$ cat src/rtl/tx_mac_sched_if.sv
// Scheduler bus: requester-side request/ack signals plus the Tx MAC start/done handshake.
// The scheduler takes the slave modport; requesters and the MAC model take master.
interface tx_mac_sched_if #(
  parameter int unsigned NReq = 4,
  parameter int unsigned Aw   = 10
);
  logic               enable;
  logic [NReq-1:0]    req;
  logic [NReq*Aw-1:0] req_addr;
  logic [NReq-1:0]    ack;
  logic               ack_err;
  logic [Aw-1:0]      buf_start_addr;
  logic               tx_mac_start;
  logic               tx_mac_done;
  logic               busy;
  logic [2:0]         cur_grant;
  logic [7:0]         timeout_count;

  modport master (
    output enable, req, req_addr, tx_mac_done,
    input  ack, ack_err, buf_start_addr, tx_mac_start, busy, cur_grant, timeout_count
  );

  modport slave (
    input  enable, req, req_addr, tx_mac_done,
    output ack, ack_err, buf_start_addr, tx_mac_start, busy, cur_grant, timeout_count
  );
endinterface

$ cat src/rtl/tx_mac_sched.sv
// Round-robin scheduler sharing the Tx MAC packet engine among NReq buffer-resident sources,
// with a launch watchdog and an enforced idle gap between launches.
module tx_mac_sched #(
  parameter int unsigned NReq   = 4,
  parameter int unsigned Aw     = 10,
  parameter int unsigned ToBits = 16,
  parameter int unsigned Gap    = 8
) (
  input  logic          clk,
  input  logic          rst_n,
  tx_mac_sched_if.slave bus_io
);

  localparam logic [1:0] StIdle    = 2'd0;
  localparam logic [1:0] StLaunch  = 2'd1;
  localparam logic [1:0] StRelease = 2'd2;
  localparam logic [1:0] StGap     = 2'd3;

  logic [1:0]        state_q, state_d;
  logic [2:0]        grant_q, grant_d;
  logic [2:0]        last_q, last_d;
  logic [Aw-1:0]     addr_q, addr_d;
  logic [ToBits-1:0] wd_q, wd_d;
  logic [7:0]        gap_q, gap_d;
  logic [NReq-1:0]   ack_q, ack_d;
  logic              ack_err_q, ack_err_d;
  logic [7:0]        to_cnt_q, to_cnt_d;

  logic          any_req, hi_found;
  logic [2:0]    hi_idx, lo_idx, sel_idx;
  logic [Aw-1:0] hi_addr, lo_addr, sel_addr;

  // Descending scan leaves the lowest set bit above last_q in hi_*, lowest overall in lo_*;
  // preferring hi_* gives a search that starts at last+1 and wraps.
  always_comb begin
    any_req  = 1'b0;
    hi_found = 1'b0;
    hi_idx   = '0;
    lo_idx   = '0;
    hi_addr  = '0;
    lo_addr  = '0;
    for (int i = int'(NReq) - 1; i >= 0; i--) begin
      if (bus_io.req[i]) begin
        any_req = 1'b1;
        lo_idx  = 3'(i);
        lo_addr = bus_io.req_addr[i*Aw +: Aw];
        if (3'(i) > last_q) begin
          hi_found = 1'b1;
          hi_idx   = 3'(i);
          hi_addr  = bus_io.req_addr[i*Aw +: Aw];
        end
      end
    end
  end

  assign sel_idx  = hi_found ? hi_idx : lo_idx;
  assign sel_addr = hi_found ? hi_addr : lo_addr;

  always_comb begin
    state_d   = state_q;
    grant_d   = grant_q;
    last_d    = last_q;
    addr_d    = addr_q;
    wd_d      = wd_q;
    gap_d     = gap_q;
    ack_d     = '0;
    ack_err_d = 1'b0;
    to_cnt_d  = to_cnt_q;

    unique case (state_q)
      StIdle: begin
        if (bus_io.enable && any_req && !bus_io.tx_mac_done) begin
          grant_d = sel_idx;
          addr_d  = sel_addr;
          wd_d    = '0;
          state_d = StLaunch;
        end
      end
      StLaunch: begin
        if (bus_io.tx_mac_done) begin
          ack_d   = {{(NReq-1){1'b0}}, 1'b1} << grant_q;
          last_d  = grant_q;
          state_d = StRelease;
        end else if (&wd_q) begin
          ack_d     = {{(NReq-1){1'b0}}, 1'b1} << grant_q;
          ack_err_d = 1'b1;
          last_d    = grant_q;
          if (to_cnt_q != 8'hff) begin
            to_cnt_d = to_cnt_q + 8'd1;
          end
          state_d = StRelease;
        end else begin
          wd_d = wd_q + 1'b1;
        end
      end
      StRelease: begin
        if (!bus_io.tx_mac_done) begin
          if (Gap == 0) begin
            state_d = StIdle;
          end else begin
            gap_d   = '0;
            state_d = StGap;
          end
        end
      end
      StGap: begin
        if (32'(gap_q) + 32'd1 >= Gap) begin
          state_d = StIdle;
        end else begin
          gap_d = gap_q + 8'd1;
        end
      end
      default: state_d = StIdle;
    endcase
  end

  always_ff @(posedge clk or negedge rst_n) begin
    if (!rst_n) begin
      state_q   <= StIdle;
      grant_q   <= '0;
      last_q    <= 3'(NReq - 1);
      addr_q    <= '0;
      wd_q      <= '0;
      gap_q     <= '0;
      ack_q     <= '0;
      ack_err_q <= 1'b0;
      to_cnt_q  <= '0;
    end else begin
      state_q   <= state_d;
      grant_q   <= grant_d;
      last_q    <= last_d;
      addr_q    <= addr_d;
      wd_q      <= wd_d;
      gap_q     <= gap_d;
      ack_q     <= ack_d;
      ack_err_q <= ack_err_d;
      to_cnt_q  <= to_cnt_d;
    end
  end

  // Start and busy decode straight from the state register so reset clears them at once.
  assign bus_io.tx_mac_start   = (state_q == StLaunch);
  assign bus_io.busy           = (state_q != StIdle);
  assign bus_io.ack            = ack_q;
  assign bus_io.ack_err        = ack_err_q;
  assign bus_io.buf_start_addr = addr_q;
  assign bus_io.cur_grant      = grant_q;
  assign bus_io.timeout_count  = to_cnt_q;

endmodule

$ cat src/flat_wrapper.sv
// flat-port wrapper written by rule: the top's interface ports become plain ports
module tx_mac_sched_flat 
#(
  parameter int unsigned NReq   = 4,
  parameter int unsigned Aw     = 10,
  parameter int unsigned ToBits = 16,
  parameter int unsigned Gap    = 8
)
  (clk, rst_n, bus_io_enable, bus_io_req, bus_io_req_addr, bus_io_tx_mac_done, bus_io_ack, bus_io_ack_err, bus_io_buf_start_addr, bus_io_tx_mac_start, bus_io_busy, bus_io_cur_grant, bus_io_timeout_count);
  tx_mac_sched_if #(.NReq(NReq), .Aw(Aw)) bus_io_i ();
  input  logic clk;
  input  logic rst_n;
  input wire logic [$bits(bus_io_i.enable)-1:0] bus_io_enable;
  input wire logic [$bits(bus_io_i.req)-1:0] bus_io_req;
  input wire logic [$bits(bus_io_i.req_addr)-1:0] bus_io_req_addr;
  input wire logic [$bits(bus_io_i.tx_mac_done)-1:0] bus_io_tx_mac_done;
  output wire logic [$bits(bus_io_i.ack)-1:0] bus_io_ack;
  output wire logic [$bits(bus_io_i.ack_err)-1:0] bus_io_ack_err;
  output wire logic [$bits(bus_io_i.buf_start_addr)-1:0] bus_io_buf_start_addr;
  output wire logic [$bits(bus_io_i.tx_mac_start)-1:0] bus_io_tx_mac_start;
  output wire logic [$bits(bus_io_i.busy)-1:0] bus_io_busy;
  output wire logic [$bits(bus_io_i.cur_grant)-1:0] bus_io_cur_grant;
  output wire logic [$bits(bus_io_i.timeout_count)-1:0] bus_io_timeout_count;
  assign bus_io_i.enable = bus_io_enable;
  assign bus_io_i.req = bus_io_req;
  assign bus_io_i.req_addr = bus_io_req_addr;
  assign bus_io_i.tx_mac_done = bus_io_tx_mac_done;
  assign bus_io_ack = bus_io_i.ack;
  assign bus_io_ack_err = bus_io_i.ack_err;
  assign bus_io_buf_start_addr = bus_io_i.buf_start_addr;
  assign bus_io_tx_mac_start = bus_io_i.tx_mac_start;
  assign bus_io_busy = bus_io_i.busy;
  assign bus_io_cur_grant = bus_io_i.cur_grant;
  assign bus_io_timeout_count = bus_io_i.timeout_count;
  tx_mac_sched #(.NReq(NReq), .Aw(Aw), .ToBits(ToBits), .Gap(Gap)) u_core (.clk(clk), .rst_n(rst_n), .bus_io(bus_io_i));
endmodule
$ cat config.mk
export PLATFORM = sky130hd
export DESIGN_NAME = tx_mac_sched_flat
export DESIGN_NICKNAME = d
export VERILOG_FILES = /design/src/rtl/tx_mac_sched_if.sv /design/src/rtl/tx_mac_sched.sv /design/src/flat_wrapper.sv
export SDC_FILE = /design/constraint.sdc
export NUM_CORES = 1
export LEC_CHECK = 0
export ABC_AREA = 1
export BUFFER_PORTS_ARGS = -buffer_cell sky130_fd_sc_hd__buf_2
export CORE_MARGIN = 3
export CORE_UTILIZATION = 60
export CTS_CLUSTER_DIAMETER = 80
export CTS_CLUSTER_SIZE = 10
export DETAILED_ROUTE_END_ITERATION = 8
export PLACE_DENSITY = 0.87
export SYNTH_ARGS = -nofsm -noshare
export SYNTH_HDL_FRONTEND = slang
export SYNTH_SLANG_ARGS = --single-unit
$ cat constraint.sdc
create_clock -name clk -period 4.3 [get_ports clk]
set_input_delay 0 -clock clk [delete_from_list [all_inputs] [get_ports clk]]
set_output_delay 0 -clock clk [all_outputs]
set_load 0.01 [all_outputs]
After elaboration in Yosys (flattened, before gate mapping):

Cells that the tools add are included.

* bits in registers: 55
* input port bits: 48
* output and inout bits: 28
* logic and storage cells: 105

* add/subtract/negate cells: 4
* order comparisons: 5
* equality and inequality tests: 11
* shift-type cells: 1
* muxes and demuxes: 59
* bitwise operators: 1
* reduce and logical (&&, ||, !) cells: 15

Operators with widths (count)
* 2-to-1 mux 10 bit: 13
* 2-to-1 mux 16 bit: 3
* >= comparator 32 x 4 -> 1 bit (second input constant): 1
* one-hot mux 16 bit (2 select lines): 1
* 2-to-1 mux 3 bit: 10
* 2-to-1 mux 2 bit: 10
* AND reduction 19 bit: 1
* adder 16 x 1 -> 16 bit (second input constant): 1
* adder 8 x 1 -> 8 bit (second input constant): 2
* 2-to-1 mux 8 bit: 2
* one-hot mux 8 bit (2 select lines): 1
* AND reduction 16 bit: 1
* 2-to-1 mux 1 bit: 15
* 2-to-1 mux 4 bit: 3
* adder 8 x 1 -> 9 bit (second input constant): 1
* inequality test 2 bit (second input constant): 4
* inequality test 8 bit (second input constant): 1
* one-hot mux 2 bit (4 select lines): 1
* AND reduction 4 bit: 2
* nonzero test 2 bit: 4
* greater-than comparator 1 x 3 -> 1 bit (first input constant): 2
* greater-than comparator 2 x 3 -> 1 bit (first input constant): 2
* == test 2 bit (second input constant): 2
* inequality test 2 x 1 -> 1 bit (second input constant): 2
* 9 further kinds: 11

Depth between registers and ports, before layout:

* depth in word-level cells: 10
* mapped depth: 11
* mapped depth without buffers: 11

Least setup slack after synthesis:

OpenSTA, ideal clock, no wires.

* path type: register -> register
* start point: reg u_core.state_q[1]
* end point: reg u_core.wd_q[5]
* library setup time: 0.122 ns
* arrival: 1.584 ns
* path slack: 2.595 ns
* stages on the path, launching flop included: 10
* period minus slack after synthesis: 1.705 ns
* cell sequence: dfrtp_1 -> inv_1 -> ha_1 -> buf_2 -> inv_1 -> o21ai_2 -> nand2_2 -> nor2_4 -> buf_6 -> o21ai_2

* cells in the longest elaborated chain, start to end: 3

Ends and longest elaborated chain
* from (decl): RTL line tx_mac_sched.sv:19 `logic [1:0] state_q, state_d;`
* from (signal assigned): RTL line tx_mac_sched.sv:119 `state_q <= StIdle;`
* from (signal assigned): RTL line tx_mac_sched.sv:129 `state_q <= state_d;`
* == test 2 x 1 -> 1 bit (*)
* via bus_io_tx_mac_start: RTL line flat_wrapper.sv:20 `output wire logic [$bits(bus_io_i.tx_mac_start)-1:0] bus_io_tx_mac_start;`
* inequality test 2 bit (no line) / nonzero test 2 bit (equally long branches)
* AND reduction 4 bit (no line)
* to (signal assigned): RTL line tx_mac_sched.sv:133 `wd_q <= wd_d;`
* to (decl): RTL line tx_mac_sched.sv:23 `logic [ToBits-1:0] wd_q, wd_d;`

Mark *: on every way through the listed nets, which the timed path passes. The rest lies on a longest branch.
A chain may end at the register's enable or synchronous reset.

Worst setup path in the final report:

* start point: reg u_core.last_q[1]
* end point: reg u_core.addr_q[4] (netlist: u_core.bus_io.buf_start_addr[4])

* cells in the longest elaborated chain, start to end: 10

Ends and longest elaborated chain
* from (decl): RTL line tx_mac_sched.sv:21 `logic [2:0] last_q, last_d;`
* from (signal assigned): RTL line tx_mac_sched.sv:121 `last_q <= 3'(NReq - 1);`
* from (signal assigned): RTL line tx_mac_sched.sv:131 `last_q <= last_d;`
* greater-than comparator 2 x 3 -> 1 bit: RTL line tx_mac_sched.sv:47 `if (3'(i) > last_q) begin`
* 2-to-1 mux 10 bit / 2-to-1 mux 1 bit (equally long branches): RTL line tx_mac_sched.sv:47
* 2-to-1 mux 10 bit / 2-to-1 mux 1 bit (equally long branches): RTL line tx_mac_sched.sv:43 `if (bus_io.req[i]) begin`
* 2-to-1 mux 10 bit / 2-to-1 mux 1 bit (equally long branches): RTL line tx_mac_sched.sv:47
* 2-to-1 mux 10 bit / 2-to-1 mux 1 bit (equally long branches): RTL line tx_mac_sched.sv:43
* 2-to-1 mux 10 bit / 2-to-1 mux 1 bit (equally long branches): RTL line tx_mac_sched.sv:47
* 2-to-1 mux 10 bit / 2-to-1 mux 1 bit (equally long branches): RTL line tx_mac_sched.sv:43
* 2-to-1 mux 10 bit / 2-to-1 mux 1 bit (equally long branches): RTL line tx_mac_sched.sv:47
* 2-to-1 mux 10 bit / 2-to-1 mux 1 bit (equally long branches): RTL line tx_mac_sched.sv:43
* 2-to-1 mux 10 bit (*): RTL line tx_mac_sched.sv:57 `assign sel_addr = hi_found ? hi_addr : lo_addr;`
* to (signal assigned): RTL line tx_mac_sched.sv:132 `addr_q <= addr_d;`
* to (decl): RTL line tx_mac_sched.sv:22 `logic [Aw-1:0] addr_q, addr_d;`

Mark *: on every way between the ends. The rest lies on a longest branch, timed or not.

==> metrics.yaml <==
outcome: "finished, final reports clean"
cp.arrival_ns: 3.08
fin_setup_tns_ns: 0
relSlewSlack: 0.4689
core_area_um2: 5642
viasPerCell: 5.710
clockBufferDepth: 2
slowest_delay_ns: 0.71
seq_area_um2: 1329
routed_wl_um: 8904
path_clk_slew_ns: 0.10
grt_max_degree: 41
hold_viol_final: 0
netlist_top_cells_count: "nand2_1, dfrtp_1, nor2_1"
yosysWarnings: 0
finalNetCount: 606
area_growth_pct: 12.93
io_pins: 76
port_buffers: 74
cts_tree: "built"
ir_drop_v: 0.0002447
synth-seq-cells: 53
h-tree-depth: 2
period_minus_slack_ns: 2.876
die_x_um: 83.15
first_pass_iters: 5
rows: 27
fin_cells: 624
critical_path_class: "reg -> reg"
maxCapViolations: 0
place_ws_ns: 1.534
synthesis.nets: 544
fmax_ghz: 0.3477
setup_slack_ns: 1.424
syn_area_um2: 3571
multi_input_area_um2: 1999
dp_hpwl_um: 6492
cp_max_fo: 22
diodes: 0
path_cells: "inv_1 > nand3_1 > nand3_1 > o21ai_0 > a31oi_1 > o21ai_0 > nand2_1"
drv_slew: 0
reg2reg_depth: 7
finalSetupViolCount: 0
grt_pass1_wl_um: 15040
wl_per_cell_um: 14.27
place_inst: 614
startpoint_type: "flop"
fp.dieH_um: 83.15
hold_path.class: "in -> async"
p_leak_nw: 2.000
yosysMostFrequentCell: "nand2_1"
synth_area_leaders: "dfrtp_1, nand2_1, nand3_1"
drive_above_1_share: 0.2011
drc_errors: 0
ys_seq_area_frac: 0.3721
cp-end-kind: "flop"
gr-total-overflow: 0
synth_cell_types: 42
tightest_slew_ns: 0.7938
synth_top_area_frac: 0.3574
slowest_stage: "nand3_1"
power_w: 0.001665
synth_edf_count: 0
grt_pass1_vias: 3290
fin_crit_sh: 0.6689
antenna_left: 0
synthFlopType: "dfrtp_1"
synthCells: 489
avgSynthCellArea_um2: 7.303
postSynth.asyncResetShare: 1.000
start_util: 0.6330
gp_congestion: 0.9056
cts-root-buf: "clkbuf_8"
fillers: 448
yosys.area.top_type: "dfrtp_1"
num_vias: 3563
numCtsBuffers: 5
finClkSkew_ns: 0.004570
antenna_found_initial: 0
grtUsageTotal: 0.2591
p_per_area_nw_per_um2: 412.9
cp.required_ns: 4.50
clock_latency_ns: 0.31
die-area_um2: 6913
rsz0062_at_grt: "no"
drtIter0Drc: 203
cts_num_sinks: 53
-- logic make-up after synthesis --
kind of cell	Yosys count	synth area share
and+or+nand+nor	268	0.3395
AOI/OAI and AO/OA	86	0.1507
buffers and inverters	56	0.06797
DFF	53	0.3721
xor gates and xnor gates	18	0.04415
adders and majority gates	7	0.02453
other	1	0.001050
-- layout make-up --
cell class	instances	share of cell area
timing repair buffer	77	0.09867
tap	72	0.02234
multi-input combinational	380	0.4958
sequential	53	0.3295
clock buffer	6	0.01800
inverter	34	0.03196
clock inverter	2	0.003723
-- critical path, delay by kind of cell (launching register included) --
family	cells	cell delay, ns
simple gates	3	1.44
compound gates	3	0.60
flops	1	0.54
buf+inv	1	0.19
-- power breakdown --
| part | switching, W | internal (W) |
|---|---|---|
| Combinational | 0.000488 | 0.000232 |
| Sequential | 0.0000674 | 0.000593 |
| Clock | 0.000170 | 0.000115 |
-- cell usage in the layout, fill, tap and decap left out, types with 9 or more instances in the layout --
cell type	netlist	routed
nor2_1	44	44
nand3_1	34	34
a31oi_1	9	9
buf_2	1	74
o21ai_0	29	29
xor2_1	12	12
nand4_1	15	15
a21oi_1	14	14
a22oi_1	10	10
o211ai_1	10	10
inv_1	33	33
nand2_1	152	152
dfrtp_1	51	51
-- sequential cells by signal (all words and copies together), names as in the netlist --
name	count
u_core.wd_q	16
u_core.bus_io.buf_start_addr	10
u_core.bus_io.timeout_count	8
u_core.gap_q	8
u_core.bus_io.ack	4
u_core.bus_io.cur_grant	2
u_core.last_q	2
u_core.state_q	2
u_core.bus_io.ack_err	1
-- routing by layer --
layer | GRT usage | vias up | wire length [um]
met1 | 0.3592 | 1657 | 3937
met4 | 0.05201 | 0 | 142
met2 | 0.4278 | 142 | 4184
met5 | 0 | - | 0
li1 | - | 1749 | -
met3 | 0.04663 | 15 | 639
-- path summary, 6_finish.rpt --
path	startpoint	endpoint	slack (ns)
worst max-delay path	u_core.last_q[1]	u_core.bus_io.buf_start_addr[4]	1.42
worst min-delay path	rst_n	u_core.bus_io.ack[1]	0.11
worst max register to register	u_core.last_q[1]	u_core.bus_io.buf_start_addr[4]	1.42
worst min register to register	u_core.bus_io.buf_start_addr[9]	u_core.bus_io.buf_start_addr[9]	0.49
max in group asynchronous	rst_n	u_core.wd_q[5]	3.37
min in group clk	bus_io_req_addr[16]	u_core.bus_io.buf_start_addr[6]	0.12
-- timing repair --
| item | CTS | global route |
|---|---|---|
| hold buffers | 2 | 0 |
| hold endpoints to repair | 14 | 0 |
| resized for setup | 0 | 0 |
| setup buffers | 0 | 0 |
-- metrics by stage --
step                      cell area (um^2)    util  hold slack [ns]
after floorplan                       3571       -          -0.2956
after global placement                3925  0.6957         -0.09247
after detailed placement              3925  0.6957         -0.09158
after CTS                             4033  0.7148           0.1167
after global routing                  4033  0.7148           0.1179
final                                 4033  0.7148           0.1127
(Power assumes the default switching activity.)
